File: src/rtl/regfile_sb_bank_if.sv
// Register file port bundle: read ports, write ports,
// scoreboard allocation and scoreboard debug view.
interface regfile_sb_bank_if #(
    parameter int XLEN  = 32,
    parameter int NREGS = 32,
    parameter int NRD   = 2,
    parameter int NWR   = 1
);
    localparam int AW = $clog2(NREGS);

    logic [NRD*AW-1:0]   rd_addr;
    logic [NRD*XLEN-1:0] rd_data;
    logic [NRD-1:0]      rd_busy;
    logic [NWR-1:0]      wr_en;
    logic [NWR*AW-1:0]   wr_addr;
    logic [NWR*XLEN-1:0] wr_data;
    logic                alloc_en;
    logic [AW-1:0]       alloc_addr;
    logic [NREGS-1:0]    busy_vec;

    modport master (
        output rd_addr, wr_en, wr_addr, wr_data,
        output alloc_en, alloc_addr,
        input  rd_data, rd_busy, busy_vec
    );

    modport slave (
        input  rd_addr, wr_en, wr_addr, wr_data,
        input  alloc_en, alloc_addr,
        output rd_data, rd_busy, busy_vec
    );
endinterface

File: src/rtl/regfile_sb_bank.sv
// Multi-port integer register file with per-register
// scoreboard, optional write bypass and registered read.
module regfile_sb_bank #(
    parameter int XLEN     = 32,
    parameter int NREGS    = 32,
    parameter int NRD      = 2,
    parameter int NWR      = 1,
    parameter int BYPASS   = 1,
    parameter int REG_READ = 0,
    parameter int ZERO_REG = 1
) (
    input logic clk,
    input logic reset,
    regfile_sb_bank_if.slave bus
);
    localparam int AW = $clog2(NREGS);

    logic [XLEN-1:0]     regs [NREGS];
    logic [NREGS-1:0]    busy;
    logic [NREGS-1:0]    busy_nxt;
    logic [AW-1:0]       ra [NRD];
    logic [AW-1:0]       wa [NWR];
    logic [XLEN-1:0]     wd [NWR];
    logic [XLEN-1:0]     rv [NRD];
    logic [NRD-1:0]      rh;
    logic [NRD*XLEN-1:0] mux_data;
    logic [NRD-1:0]      rd_busy_c;

    for (genvar i = 0; i < NRD; i++) begin : g_ra
        assign ra[i] = bus.rd_addr[i*AW +: AW];
    end

    for (genvar j = 0; j < NWR; j++) begin : g_wa
        assign wa[j] = bus.wr_addr[j*AW +: AW];
        assign wd[j] = bus.wr_data[j*XLEN +: XLEN];
    end

    // Read mux: array value, optional forward (last port wins), x0 forced to zero
    always_comb begin
        mux_data  = '0;
        rd_busy_c = '0;
        rh        = '0;
        for (int i = 0; i < NRD; i++) begin
            rv[i] = regs[ra[i]];
            for (int j = 0; j < NWR; j++) begin
                if (bus.wr_en[j] && wa[j] == ra[i]) begin
                    rh[i] = 1'b1;
                    if (BYPASS != 0) begin
                        rv[i] = wd[j];
                    end
                end
            end
            if (ZERO_REG != 0 && ra[i] == '0) begin
                rv[i] = '0;
            end
            mux_data[i*XLEN +: XLEN] = rv[i];
            rd_busy_c[i] = busy[ra[i]] && !(BYPASS != 0 && rh[i]);
        end
    end

    // Array update; ascending loop makes the highest port win on collisions
    always_ff @(posedge clk or posedge reset) begin
        if (reset) begin
            for (int r = 0; r < NREGS; r++) begin
                regs[r] <= '0;
            end
        end else begin
            for (int j = 0; j < NWR; j++) begin
                if (bus.wr_en[j] && !(ZERO_REG != 0 && wa[j] == '0)) begin
                    regs[wa[j]] <= wd[j];
                end
            end
        end
    end

    // Scoreboard next state: writes clear, a new allocation overrides the clear
    always_comb begin
        busy_nxt = busy;
        for (int j = 0; j < NWR; j++) begin
            if (bus.wr_en[j]) begin
                busy_nxt[wa[j]] = 1'b0;
            end
        end
        if (bus.alloc_en) begin
            busy_nxt[bus.alloc_addr] = 1'b1;
        end
        if (ZERO_REG != 0) begin
            busy_nxt[0] = 1'b0;
        end
    end

    // Scoreboard register
    always_ff @(posedge clk or posedge reset) begin
        if (reset) begin
            busy <= '0;
        end else begin
            busy <= busy_nxt;
        end
    end

    if (REG_READ != 0) begin : g_rreg
        logic [NRD*XLEN-1:0] rd_q;

        // Registered read: capture mux result for presentation next cycle
        always_ff @(posedge clk or posedge reset) begin
            if (reset) begin
                rd_q <= '0;
            end else begin
                rd_q <= mux_data;
            end
        end

        assign bus.rd_data = rd_q;
    end else begin : g_rcomb
        assign bus.rd_data = mux_data;
    end

    assign bus.rd_busy  = rd_busy_c;
    assign bus.busy_vec = busy;
endmodule

File: src/flat_wrapper.sv
// flat-port wrapper written by rule: the top's interface ports become plain ports
module regfile_sb_bank_flat 
#(
    parameter int XLEN     = 32,
    parameter int NREGS    = 32,
    parameter int NRD      = 2,
    parameter int NWR      = 1,
    parameter int BYPASS   = 1,
    parameter int REG_READ = 0,
    parameter int ZERO_REG = 1
)
  (clk, reset, bus_rd_addr, bus_wr_en, bus_wr_addr, bus_wr_data, bus_alloc_en, bus_alloc_addr, bus_rd_data, bus_rd_busy, bus_busy_vec);
  regfile_sb_bank_if #(.XLEN(XLEN), .NREGS(NREGS), .NRD(NRD), .NWR(NWR)) bus_i ();
  input logic clk;
  input logic reset;
  input wire logic [$bits(bus_i.rd_addr)-1:0] bus_rd_addr;
  input wire logic [$bits(bus_i.wr_en)-1:0] bus_wr_en;
  input wire logic [$bits(bus_i.wr_addr)-1:0] bus_wr_addr;
  input wire logic [$bits(bus_i.wr_data)-1:0] bus_wr_data;
  input wire logic [$bits(bus_i.alloc_en)-1:0] bus_alloc_en;
  input wire logic [$bits(bus_i.alloc_addr)-1:0] bus_alloc_addr;
  output wire logic [$bits(bus_i.rd_data)-1:0] bus_rd_data;
  output wire logic [$bits(bus_i.rd_busy)-1:0] bus_rd_busy;
  output wire logic [$bits(bus_i.busy_vec)-1:0] bus_busy_vec;
  assign bus_i.rd_addr = bus_rd_addr;
  assign bus_i.wr_en = bus_wr_en;
  assign bus_i.wr_addr = bus_wr_addr;
  assign bus_i.wr_data = bus_wr_data;
  assign bus_i.alloc_en = bus_alloc_en;
  assign bus_i.alloc_addr = bus_alloc_addr;
  assign bus_rd_data = bus_i.rd_data;
  assign bus_rd_busy = bus_i.rd_busy;
  assign bus_busy_vec = bus_i.busy_vec;
  regfile_sb_bank #(.XLEN(XLEN), .NREGS(NREGS), .NRD(NRD), .NWR(NWR), .BYPASS(BYPASS), .REG_READ(REG_READ), .ZERO_REG(ZERO_REG)) u_core (.clk(clk), .reset(reset), .bus(bus_i));
endmodule
File: config.mk
export PLATFORM = sky130hd
export DESIGN_NAME = regfile_sb_bank_flat
export DESIGN_NICKNAME = d
export VERILOG_FILES = /design/src/rtl/regfile_sb_bank_if.sv /design/src/rtl/regfile_sb_bank.sv /design/src/flat_wrapper.sv
export SDC_FILE = /design/constraint.sdc
export NUM_CORES = 2
export LEC_CHECK = 0
export CAP_MARGIN = 25
export CORE_UTILIZATION = 60
export CTS_BUF_LIST = sky130_fd_sc_hd__clkbuf_4
export DETAILED_ROUTE_END_ITERATION = 10
export PLACE_DENSITY = 0.78
export SYNTH_ARGS = -nofsm -noshare
export SYNTH_HDL_FRONTEND = slang
export SYNTH_SLANG_ARGS = --single-unit
File: constraint.sdc
create_clock -name clk -period 55.9 [get_ports clk]
set_input_delay 13.975 -clock clk [delete_from_list [all_inputs] [get_ports clk]]
set_output_delay 13.975 -clock clk [all_outputs]
set_load 0.02 [all_outputs]
Word-level counts from Yosys, hierarchy flattened
Index checks and enable logic that the tools add are counted.

Bitwise logic cells: 6. Equality and inequality tests: 2. Order comparisons: 10. Mux-type cells: 25. Reductions and logical operators: 14.

Operators with widths (number): 1024-bit bitwise mux (1); 32-bit 2-to-1 mux (11); 32-bit binary-select mux with 5-bit select (2); 32-bit demux with 5-bit select (1); 32-bit bitwise AND (1); 32-bit inverter (1); 32-bit bitwise OR (1); 5-bit by 6-bit < comparator with 1-bit output, second input constant (4); 6-bit greater-or-equal comparator, second input constant (3); 5-bit inverter with 6-bit output (3); 5-bit zero test (3); 1-bit binary-select mux with 5-bit select (2); 1-bit demux with 5-bit select (2); 5-bit == test (2); 5-bit by 1-bit greater-or-equal comparator with 1-bit output, second input constant (2); 1-bit logical AND (8); 6-bit by 1-bit < comparator with 1-bit output, second input constant (1); 1-bit 2-to-1 mux (6); 1-bit zero test (3).

Word-level logic and storage cells: 90. Flip-flop bits (word level): 1055. Input port bits: 56. Output and inout port bits: 98.

Longest topological paths before layout
Depth in word-level cells: 9. Mapped depth: 9. Depth with buffers taken out: 5.

Worst setup path after synthesis
No wires, ideal clock.

Path type: input to output. Start: input port bus_rd_addr[5]. End: output port bus_rd_data[37]. Required time: 41.925 ns. Path buffers: 3. Path slack: 26.282 ns. Stages on the path: 7. Arrival: 15.643 ns. Path through: buf_6 buf_8 buf_2 mux4_2 a22oi_1 a21oi_1 a221o_1.

Cells in the longest elaborated chain, start to end: 6. Elaborated cells between the ends (all ways): 9. Classes of those cells: eq/ne: 1; mux: 5; bitwise: 1; reduce/logical: 2.

Ends and longest elaborated chain: start: declaration (RTL line flat_wrapper.sv:16) `input wire logic [$bits(bus_i.rd_addr)-1:0] bus_rd_addr;`; 5-bit inverter with 6-bit output (implied by the code) (RTL line regfile_sb_bank.sv:44) `rv[i] = regs[ra[i]];`; 32-bit binary-select mux with 5-bit select (RTL line regfile_sb_bank.sv:44); 32-bit 2-to-1 mux (implied by the code) (2 in series) (RTL line regfile_sb_bank.sv:44); 32-bit 2-to-1 mux (RTL line regfile_sb_bank.sv:46) `if (bus.wr_en[j] && wa[j] == ra[i]) begin`; 32-bit 2-to-1 mux * (RTL line regfile_sb_bank.sv:53) `if (ZERO_REG != 0 && ra[i] == '0) begin`; end: declaration (RTL line flat_wrapper.sv:22) `output wire logic [$bits(bus_i.rd_data)-1:0] bus_rd_data;`.

Mark *: on every way between the ends. The rest lies on a longest branch, timed or not. The select of a mux whose other input is x is not followed.

Worst setup path after layout
Start: input port bus_rd_addr[0]. End: output port bus_rd_data[24].

The elaborated chain is that of the path after synthesis.

==> reports/metrics.cfg <==
[outcome]
status = finished, final reports clean

[grt]
grt_antenna_before_repair = 6
grt_pass1_vias = 39300
grt_pass1_wl_mm = 260
grt_util_all_layers_pct = 38.0
grt.overflow.total = 0
grt_max_degree = 171

[pwr]
leakage_nw = 26.7
vdd_drop_max_mv = 0.0156
powerDensity_mw_per_mm2 = 35.4

[setup_path]
cp.arrival_ns = 18.74
crit_path_cell_trace = buf_8, buf_4, buf_16, buf_4, buf_4, mux4_2, o22ai_1, nor2_1, a32o_1, clkdlybuf4s50_1
cp-start-kind = input port
crit_type = in2out
cp-end-kind = primary output
critPathBufInv = 6
critical-path-slowest-cell = buf_4
max_stage_delay_ns = 0.87
cpLargestDelayFamily = buffers and inverters
cp_max_fo = 62
crit_required_ns = 41.92
critPathMostFrequentCell = buf_4

[floorplan]
dieArea_mm2 = 0.0942
die_w_um = 307
core.rowCount = 111
start_util_pct = 60.7
core_mm2 = 0.0919
die_y_um = 307
pin_count = 154

[route]
drt_iter0_markers = 4927
wire_per_inst_um = 33.3
wirelength_mm = 176
drtAntennaViolNets = 0
drc_errors = 0
firstDrtPassIters = 6
drt-vias-per-instance = 7.27
vias = 38400

[timing]
tightest_slew_ns = 1.15
fmaxAchievable_mhz = 30.6
fin_crit_sh_pct = 58.5
slew_headroom_pct = 22.9
min_period_ns = 32.72
maxSlewViolCount = 0
fin_skew_ns = 0
setup_violations = 0
grt_setup_unrepaired = no
hold_viol_final = 0
fin_tns_setup_ns = 0

[yosys]
synth_top_flop_cell = dfrtp_1
yosys-top-cells-count = dfrtp_1 (1055), mux2_2 (986), mux4_2 (482)
yosys_warnings = 0
ys_types = 49
synth_edf_count = 0
post-synth-top-count-cell = dfrtp_1
synth_top_area_cell = dfrtp_1
synth_seq_area_share_pct = 47.3
ys_ff_latch = 1055
synth_nets = 3791
synthArstFlopShare_pct = 100
ys_top_cells_by_area = dfrtp_1 (47%), mux2_2 (20%), mux4_2 (19%)
synth.avg_cell_area_um2 = 14.9
yosysTopAreaCellShare_pct = 47.3
syn_area_mm2 = 0.0558
synthCells = 3735

[place]
dpl_cell_area_mm2 = 0.0580
dp.final_hpwl_mm = 92.5
portBuffers = 152
dp.cells = 4807
place_congestion = 0.850

[clock_tree]
clkSinkCount = 1055
cts_resized = 0
path_clk_slew_ns = 0.05
ctsHoldBuffers = 0
cts_tree = built
cts_root_buf = clkbuf_4
htree_levels = 5
clk_path_buf_depth = 4
postCtsSetupRepairBufs = 0
cts_buffers = 292
clkLatencyLatePin_ns = 1.16

[layout]
fill_cells = 6464
final_nets = 3930
design_area_mm2 = 0.0618
fin_cells = 5279
syn_to_final_growth_pct = 10.7
drive_above_1_share_pct = 51.8
final_util_pct = 67.2

[job]
maxCapViolations = 0

[hold_path]
min_path_type = reg2reg

## cells by family after synthesis
family,share of synthesized area [%]
muxes,41.7
DFF,47.3
AOI/OAI and AO/OA,5.50
buffers and inverters,3.58
and+or+nand+nor,1.72
xor gates and xnor gates,0.157
other,0.00672
## cell usage in the layout, fill, tap and decap left out, types with 56 or more instances in the layout
cell type and instances:
dfrtp_1 1055, a22oi_1 91, clkdlybuf4s50_1 146, mux4_2 482
clkbuf_4 398, o22ai_1 140, o21ai_0 56, nor2_1 76
buf_4 104, mux2_2 986, mux2i_1 123
## per-layer routing
metal / track usage, % / share of wire (%) / vias to the layer above
met5: 0 / 0.0097 / -
met1: 49.5 / 36 / 20100
met4: 20.2 / 5.5 / 2
met3: 12.2 / 13 / 599
met2: 57.2 / 46 / 2726
li1: - / - / 15000
## worst paths after layout
| check | slack [ns] | cells after the start | from | to |
|---|---|---|---|---|
| worst max-delay path | 23.18 | 10 | bus_rd_addr[0] | bus_rd_data[24] |
| worst min-delay path | 0.40 | 0 | u_core.regs[1018]$_DFFE_PP0P_ | u_core.regs[1018]$_DFFE_PP0P_ |
| worst max register to register | 55.07 | 1 | u_core.regs[626]$_DFFE_PP0P_ | u_core.regs[626]$_DFFE_PP0P_ |
| worst min register to register | 0.40 | 0 | u_core.regs[1018]$_DFFE_PP0P_ | u_core.regs[1018]$_DFFE_PP0P_ |
| max in group asynchronous | 39.49 | 5 | reset | u_core.regs[1020]$_DFFE_PP0P_ |
| min in group asynchronous | 13.31 | 2 | reset | u_core.regs[997]$_DFFE_PP0P_ |
## state kept, by name, summed over array words and instances (netlist names)
| signal | cells |
|---|---|
| u_core.bus.busy_vec | 31 |
| u_core.regs | 1024 |
## through the flow
| step | power [mW] | setup slack, ns | hold WS, ns |
|---|---|---|---|
| 4_1_cts | 2.18 | 22.88 | 0.398 |
| 6_report | 2.19 | 23.18 | 0.396 |
| 5_1_grt | 2.28 | 22.82 | 0.409 |
| 3_5_place_dp | 1.50 | 22.87 | 0.384 |
| 2_1_floorplan | 1.36 | 12.23 | 0.441 |
| 3_3_place_gp | 1.48 | 22.92 | 0.377 |
## layout make-up
| class | count | area [um2] | area share [%] |
|---|---|---|---|
| repair buffers | 275 | 2780 | 4.49 |
| flip-flops and latches | 1055 | 26400 | 42.7 |
| inverters | 3 | 18.8 | 0.0304 |
| well taps | 1243 | 1560 | 2.52 |
| clock buffers | 398 | 2990 | 4.84 |
| clock inverters | 53 | 390 | 0.632 |
| diodes | 5 | 12.5 | 0.0203 |
| multi-input cells | 2247 | 27600 | 44.7 |
## where the power goes
group / internal [mW] / total (mW) / switching, mW
Combinational: 0.287 / 0.482 / 0.194
Sequential: 0.910 / 1.02 / 0.113
Clock: 0.357 / 0.683 / 0.325
Total: 1.55 / 2.19 / 0.633
Power figures use the tool's default switching activity.
